===== src/rtl/usb_rx_pkg.sv =====
// rtl/usb_rx_pkg.sv - shared line-state types, defaults and line classifier for the USB RX decoder
package usb_rx_pkg;

    typedef enum logic [1:0] {LS_J, LS_K, LS_SE0, LS_SE1} line_state_t;
    typedef enum logic {LINE, SE0} eop_state_t;

    localparam int USB_STUFF_LEN   = 6;
    localparam int USB_EOP_SE0_MIN = 2;

    // J/K depend on bus speed: J is whichever differential state has D+ at the idle level.
    function automatic line_state_t classify_line(input logic dp, input logic dm, input logic idle_dp);
        if (dp && dm) begin
            return LS_SE1;
        end
        if (!dp && !dm) begin
            return LS_SE0;
        end
        return (dp == idle_dp) ? LS_J : LS_K;
    endfunction

endpackage


===== src/rtl/usb_bit_unstuffer.sv =====
// rtl/usb_bit_unstuffer.sv - counts consecutive decoded ones, drops stuffed zeros, flags stuff violations
module usb_bit_unstuffer
    import usb_rx_pkg::*;
#(
    parameter int STUFF_LEN = USB_STUFF_LEN
) (
    input  logic clk,
    input  logic n_rst,
    input  logic raw_bit,
    input  logic bit_strobe,
    input  logic restart,
    output logic bit_valid,
    output logic stuff_err
);

    localparam int CW = $clog2(STUFF_LEN + 1);
    localparam logic [CW-1:0] LIMIT = CW'(STUFF_LEN);

    logic [CW-1:0] ones_cnt_q;
    logic [CW-1:0] ones_cnt_d;
    logic          at_limit;

    assign at_limit  = (ones_cnt_q == LIMIT);
    assign bit_valid = bit_strobe && !at_limit;
    assign stuff_err = bit_strobe && at_limit && raw_bit;

    always_comb begin
        ones_cnt_d = ones_cnt_q;
        if (restart) begin
            ones_cnt_d = '0;
        end else if (bit_strobe) begin
            // The bit after a full run is consumed (dropped or flagged) either way.
            ones_cnt_d = (at_limit || !raw_bit) ? '0 : ones_cnt_q + 1'b1;
        end
    end

    always_ff @(posedge clk or negedge n_rst) begin
        if (!n_rst) begin
            ones_cnt_q <= '0;
        end else begin
            ones_cnt_q <= ones_cnt_d;
        end
    end

endmodule


===== src/rtl/usb_rx_nrzi_decoder.sv =====
// rtl/usb_rx_nrzi_decoder.sv - strobe-gated NRZI decode, unstuff and EOP qualify; USB_RX_SE1_DET_EN enables se1_err
module usb_rx_nrzi_decoder
    import usb_rx_pkg::*;
#(
    parameter int   STUFF_LEN   = USB_STUFF_LEN,
    parameter int   EOP_SE0_MIN = USB_EOP_SE0_MIN,
    parameter logic IDLE_DP     = 1'b1
) (
    input  logic clk,
    input  logic n_rst,
    input  logic d_plus_sync,
    input  logic d_minus_sync,
    input  logic shift_enable,
    input  logic clear,
    output logic d_orig,
    output logic d_valid,
    output logic se0_active,
    output logic eop_detected,
    output logic stuff_err,
    output logic se1_err
);

    localparam logic [2:0] SE0_MIN = 3'(EOP_SE0_MIN);

    eop_state_t  state_q, state_d;
    logic        prev_dp_q, prev_dp_d;
    logic [2:0]  se0_cnt_q, se0_cnt_d;
    logic        d_orig_q, d_orig_d;
    logic        d_valid_q, d_valid_d;
    logic        se0_active_q, se0_active_d;
    logic        eop_q, eop_d;
    logic        stuff_err_q, stuff_err_d;

    line_state_t line;
    logic        is_diff;
    logic        se0_long;
    logic        raw_bit;
    logic        bit_strobe;
    logic        restart;
    logic        bit_valid;
    logic        unstuff_err;

    assign line     = classify_line(d_plus_sync, d_minus_sync, IDLE_DP);
    assign is_diff  = (line == LS_J) || (line == LS_K);
    assign se0_long = (state_q == SE0) && (se0_cnt_q >= SE0_MIN);
    assign raw_bit  = (d_plus_sync == prev_dp_q);
    // A J/K after a short SE0 is a glitch and decodes as an ordinary bit.
    assign bit_strobe = shift_enable && !clear && is_diff && !se0_long;
    assign restart    = clear || (shift_enable && is_diff && se0_long);

    usb_bit_unstuffer #(
        .STUFF_LEN (STUFF_LEN)
    ) u_unstuffer (
        .clk        (clk),
        .n_rst      (n_rst),
        .raw_bit    (raw_bit),
        .bit_strobe (bit_strobe),
        .restart    (restart),
        .bit_valid  (bit_valid),
        .stuff_err  (unstuff_err)
    );

    always_comb begin
        state_d      = state_q;
        prev_dp_d    = prev_dp_q;
        se0_cnt_d    = se0_cnt_q;
        d_orig_d     = d_orig_q;
        d_valid_d    = 1'b0;
        se0_active_d = se0_active_q;
        eop_d        = 1'b0;
        stuff_err_d  = 1'b0;
        if (clear) begin
            state_d      = LINE;
            prev_dp_d    = IDLE_DP;
            se0_cnt_d    = 3'd0;
            d_orig_d     = 1'b1;
            se0_active_d = 1'b0;
        end else if (shift_enable) begin
            case (line)
                LS_SE0: begin
                    state_d      = SE0;
                    se0_active_d = 1'b1;
                    if (state_q == LINE) begin
                        se0_cnt_d = 3'd1;
                    end else if (se0_cnt_q != 3'd7) begin
                        se0_cnt_d = se0_cnt_q + 3'd1;
                    end
                end
                LS_SE1: begin
                    se0_active_d = 1'b0;
                end
                default: begin
                    state_d      = LINE;
                    se0_cnt_d    = 3'd0;
                    se0_active_d = 1'b0;
                    if (se0_long) begin
                        if (line == LS_J) begin
                            eop_d     = 1'b1;
                            prev_dp_d = IDLE_DP;
                        end else begin
                            prev_dp_d = d_plus_sync;
                        end
                    end else begin
                        prev_dp_d   = d_plus_sync;
                        d_valid_d   = bit_valid;
                        stuff_err_d = unstuff_err;
                        if (bit_valid) begin
                            d_orig_d = raw_bit;
                        end
                    end
                end
            endcase
        end
    end

    always_ff @(posedge clk or negedge n_rst) begin
        if (!n_rst) begin
            state_q      <= LINE;
            prev_dp_q    <= IDLE_DP;
            se0_cnt_q    <= 3'd0;
            d_orig_q     <= 1'b1;
            d_valid_q    <= 1'b0;
            se0_active_q <= 1'b0;
            eop_q        <= 1'b0;
            stuff_err_q  <= 1'b0;
        end else begin
            state_q      <= state_d;
            prev_dp_q    <= prev_dp_d;
            se0_cnt_q    <= se0_cnt_d;
            d_orig_q     <= d_orig_d;
            d_valid_q    <= d_valid_d;
            se0_active_q <= se0_active_d;
            eop_q        <= eop_d;
            stuff_err_q  <= stuff_err_d;
        end
    end

`ifdef USB_RX_SE1_DET_EN
    logic se1_err_q, se1_err_d;

    assign se1_err_d = shift_enable && !clear && (line == LS_SE1);

    always_ff @(posedge clk or negedge n_rst) begin
        if (!n_rst) begin
            se1_err_q <= 1'b0;
        end else begin
            se1_err_q <= se1_err_d;
        end
    end

    assign se1_err = se1_err_q;
`else
    assign se1_err = 1'b0;
`endif

    assign d_orig       = d_orig_q;
    assign d_valid      = d_valid_q;
    assign se0_active   = se0_active_q;
    assign eop_detected = eop_q;
    assign stuff_err    = stuff_err_q;

endmodule


===== config.mk =====
export PLATFORM = sky130hd
export DESIGN_NAME = usb_rx_nrzi_decoder
export DESIGN_NICKNAME = d
export VERILOG_FILES = /design/src/rtl/usb_rx_pkg.sv /design/src/rtl/usb_bit_unstuffer.sv /design/src/rtl/usb_rx_nrzi_decoder.sv
export SDC_FILE = /design/constraint.sdc
export NUM_CORES = 1
export LEC_CHECK = 0
export ABC_AREA = 1
export CAP_MARGIN = 20
export CORE_ASPECT_RATIO = 1.25
export CORE_UTILIZATION = 40
export CTS_CLUSTER_DIAMETER = 100
export CTS_CLUSTER_SIZE = 24
export DETAILED_ROUTE_END_ITERATION = 7
export MAX_ROUTING_LAYER = met4
export PLACE_DENSITY_LB_ADDON = 0.2
export SYNTH_ARGS = -nofsm -noshare
export SYNTH_HDL_FRONTEND = slang
export SYNTH_SLANG_ARGS = --single-unit

===== constraint.sdc =====
create_clock -name clk -period 1.35 [get_ports clk]
set_input_delay 0.27 -clock clk [delete_from_list [all_inputs] [get_ports clk]]
set_output_delay 0.27 -clock clk [all_outputs]
set_load 0.1 [all_outputs]

==> run summary <==
first-pass GRT wire length = 2.14 mm
crit path max fanout = 2
fillers = 131
drt pass-1 iters = 2
number of global-route vias before repair = 543
GR met1 Demand/Resource = 21.0%
GRT met2 Usage = 23.5%
hold buffers post-CTS = 0
Die Y = 49.3 um
fin cells = 123
WP buf/inv = 1
worst hold path type = in2async
H-tree depth = 1
Leak Pwr = 0.540 nW
synthesized area = 716 um^2
Die W = 39.8 um
dpl cell area = 933 um^2
critical path launch point type = flip-flop
Netlist cell types = 19
Core ar. = 1620 um^2
clock slew at reported path FFs = 0.08 ns
sequential cell area = 328 um^2
synth top area cells = dfrtp_1, nand2_1, ha_1
busiest grt layer = met2
fin area = 992 um^2
post-CTS setup buffer count = 0
cell accounting for the most synthesized area = dfrtp_1
Cells after DPL = 119
Synth top area share = 38.5%
area occupied by multi-input gates = 365 um^2
CTS Buffer Depth = 2
IO Count = 12
RD Place Congestion = 0.768
slowest stage delay, CP = 0.56 ns
number of synthesized flops with an enable pin = 0
async set or reset register ratio after synthesis = 100%
starting density of the core = 44.1%
gr usage total = 16.2%
Seq/Total Area, Yosys = 45.8%
Routed WL = 1.24 mm
layout cells sized above 1 = 25.7%
# diodes = 0
Fmax achieved = 786 MHz
setup ws final = 0.0784 ns
Setup CP Type = reg2out
Max Slew Vio Count = 0
Max-cap violations = 0
Post-Place Worst Slack = -0.343 ns
Critical Path End Type = output pin
dominant synthesized flop cell = dfrtp_1
number of I/O port buffers = 10
Final Util = 61.2%
grt total ovfl = 0
antenna viol nets, final = 0
Final Critical Period = 1.27 ns
routed length per placed instance = 10.0 um
via-per-instance ratio = 4.75
# rows = 16
Detail Placement HPWL = 977 um
TritonCTS buffer count = 3
clock root buffer = clkbuf_4
Pwr Total = 0.842 mW
Req. time, crit path = 1.08 ns
status = completed
synthesized net count = 98
pwr dens = 848 nW/um^2
Mapped Cells = 85
GRT met3 Usage = 2.74%
Sink Count = 13
#FFs+latches synth = 13
CP arrival = 1.00 ns
CP max-delay cell = dfstp_2
Initial DRC Count = 5
die footprint = 1960 um^2
Area Overhead vs Synth = 38.6%
crit share post-route = 94.2%
initial antenna violation count = 0
Fin. Hold Viols = 0
RSZ-0062 raised after global routing = false
Max Clock Skew = 0.00339 ns
peak supply drop = 0.000452 V
# nets final = 119
via count = 584
CP top delay family = flip-flops
Yosys warnings = 0
Final setup viols = 0
largest net degree at the start of global routing = 14
CTS tree = built
critical path, cell by cell = buf_12
syn_area_per_cell = 8.42 um^2
DRC violations left = 0
Worst-Skew Late Latency = 0.27 ns
## Yosys cell counts, types with 2 or more instances
cell type / instances
inv_1: 10
o21ai_0: 3
nand3_1: 5
dfstp_2: 2
nand2_1: 25
nand4_1: 3
ha_1: 7
nor2_1: 9
dfrtp_1: 11
## per-layer routing
| metal | part of all wire [%] | vias to the layer above |
|---|---|---|
| met2 | 49 | 12 |
| met4 | 1.1 | 0 |
| met5 | 0 | - |
| met1 | 47 | 261 |
| met3 | 3.0 | 2 |
| li1 | - | 309 |
## path summary, 6_finish.rpt
| kind | start | slack, ns | end | cells after the start |
|---|---|---|---|---|
| max | d_orig | 0.08 | d_orig | 1 |
| min reg2reg | prev_dp_q | 0.50 | prev_dp_q | 2 |
| min in group clk | d_plus_sync | 0.41 | prev_dp_q | 4 |
| min | n_rst | 0.29 | se0_cnt_q[2] | 2 |
| max in group asynchronous | n_rst | 0.82 | prev_dp_q | 2 |
| max reg2reg | se0_cnt_q[0] | 0.16 | se0_cnt_q[2] | 6 |
## registers in the layout, summed over array words and instances, names as in the netlist
signal                  count
se0_cnt_q                   3
u_unstuffer.ones_cnt_q      3
d_orig                      1
d_valid                     1
eop_detected                1
prev_dp_q                   1
se0_active                  1
state_q                     1
stuff_err                   1
## repair_timing
action	4_1_cts	5_1_grt
hold endpoints to repair	0	0
resized for setup	1	8
endpoints found under the setup margin	5	9
pin swaps	1	5
## cell type report
type | count | area share [%]
well taps | 18 | 2.27
flip-flops and latches | 13 | 33.0
multi-input cells | 60 | 36.8
repair buffers | 17 | 20.9
inverters | 11 | 4.29
clock buffers | 4 | 2.65
## power by group
group / total [mW] / internal [mW] / switching (mW)
registers: 0.416 / 0.405 / 0.0108
clock network: 0.238 / 0.114 / 0.123
logic: 0.189 / 0.0740 / 0.115
## cell usage in the layout (no fill, tap or decap), drive strengths merged
master and instances:
a21oi 1, a22oi 1, buf 12, clkbuf 4, clkdlybuf4s50 3, clkinv 1, conb 1, dfrtp 11
dfstp 2, dlymetal6s2s 2, ha 7, inv 10, nand2 25, nand3 5, nand3b 1, nand4 3
nor2 10, o21ai 5, xor2 1
## kinds of logic after synthesis
kind of cell	after synthesis	synth area share, %
AO/OA/AOI/OAI	7	7.34
XOR/XNOR	1	1.22
adder cells (fa/ha/maj)	7	12.2
buffers and inverters	12	6.99
flip-flops	13	45.8
other	1	0.524
AND/OR/NAND/NOR	44	25.9
## metrics by stage
step	hold slack (ns)	setup TNS, ns
2_1_floorplan	-0.0256	0
3_3_place_gp	0.483	-2.89
3_5_place_dp	0.495	-3.17
4_1_cts	0.301	0
5_1_grt	0.316	0
6_report	0.292	0
(Power assumes the default switching activity.)
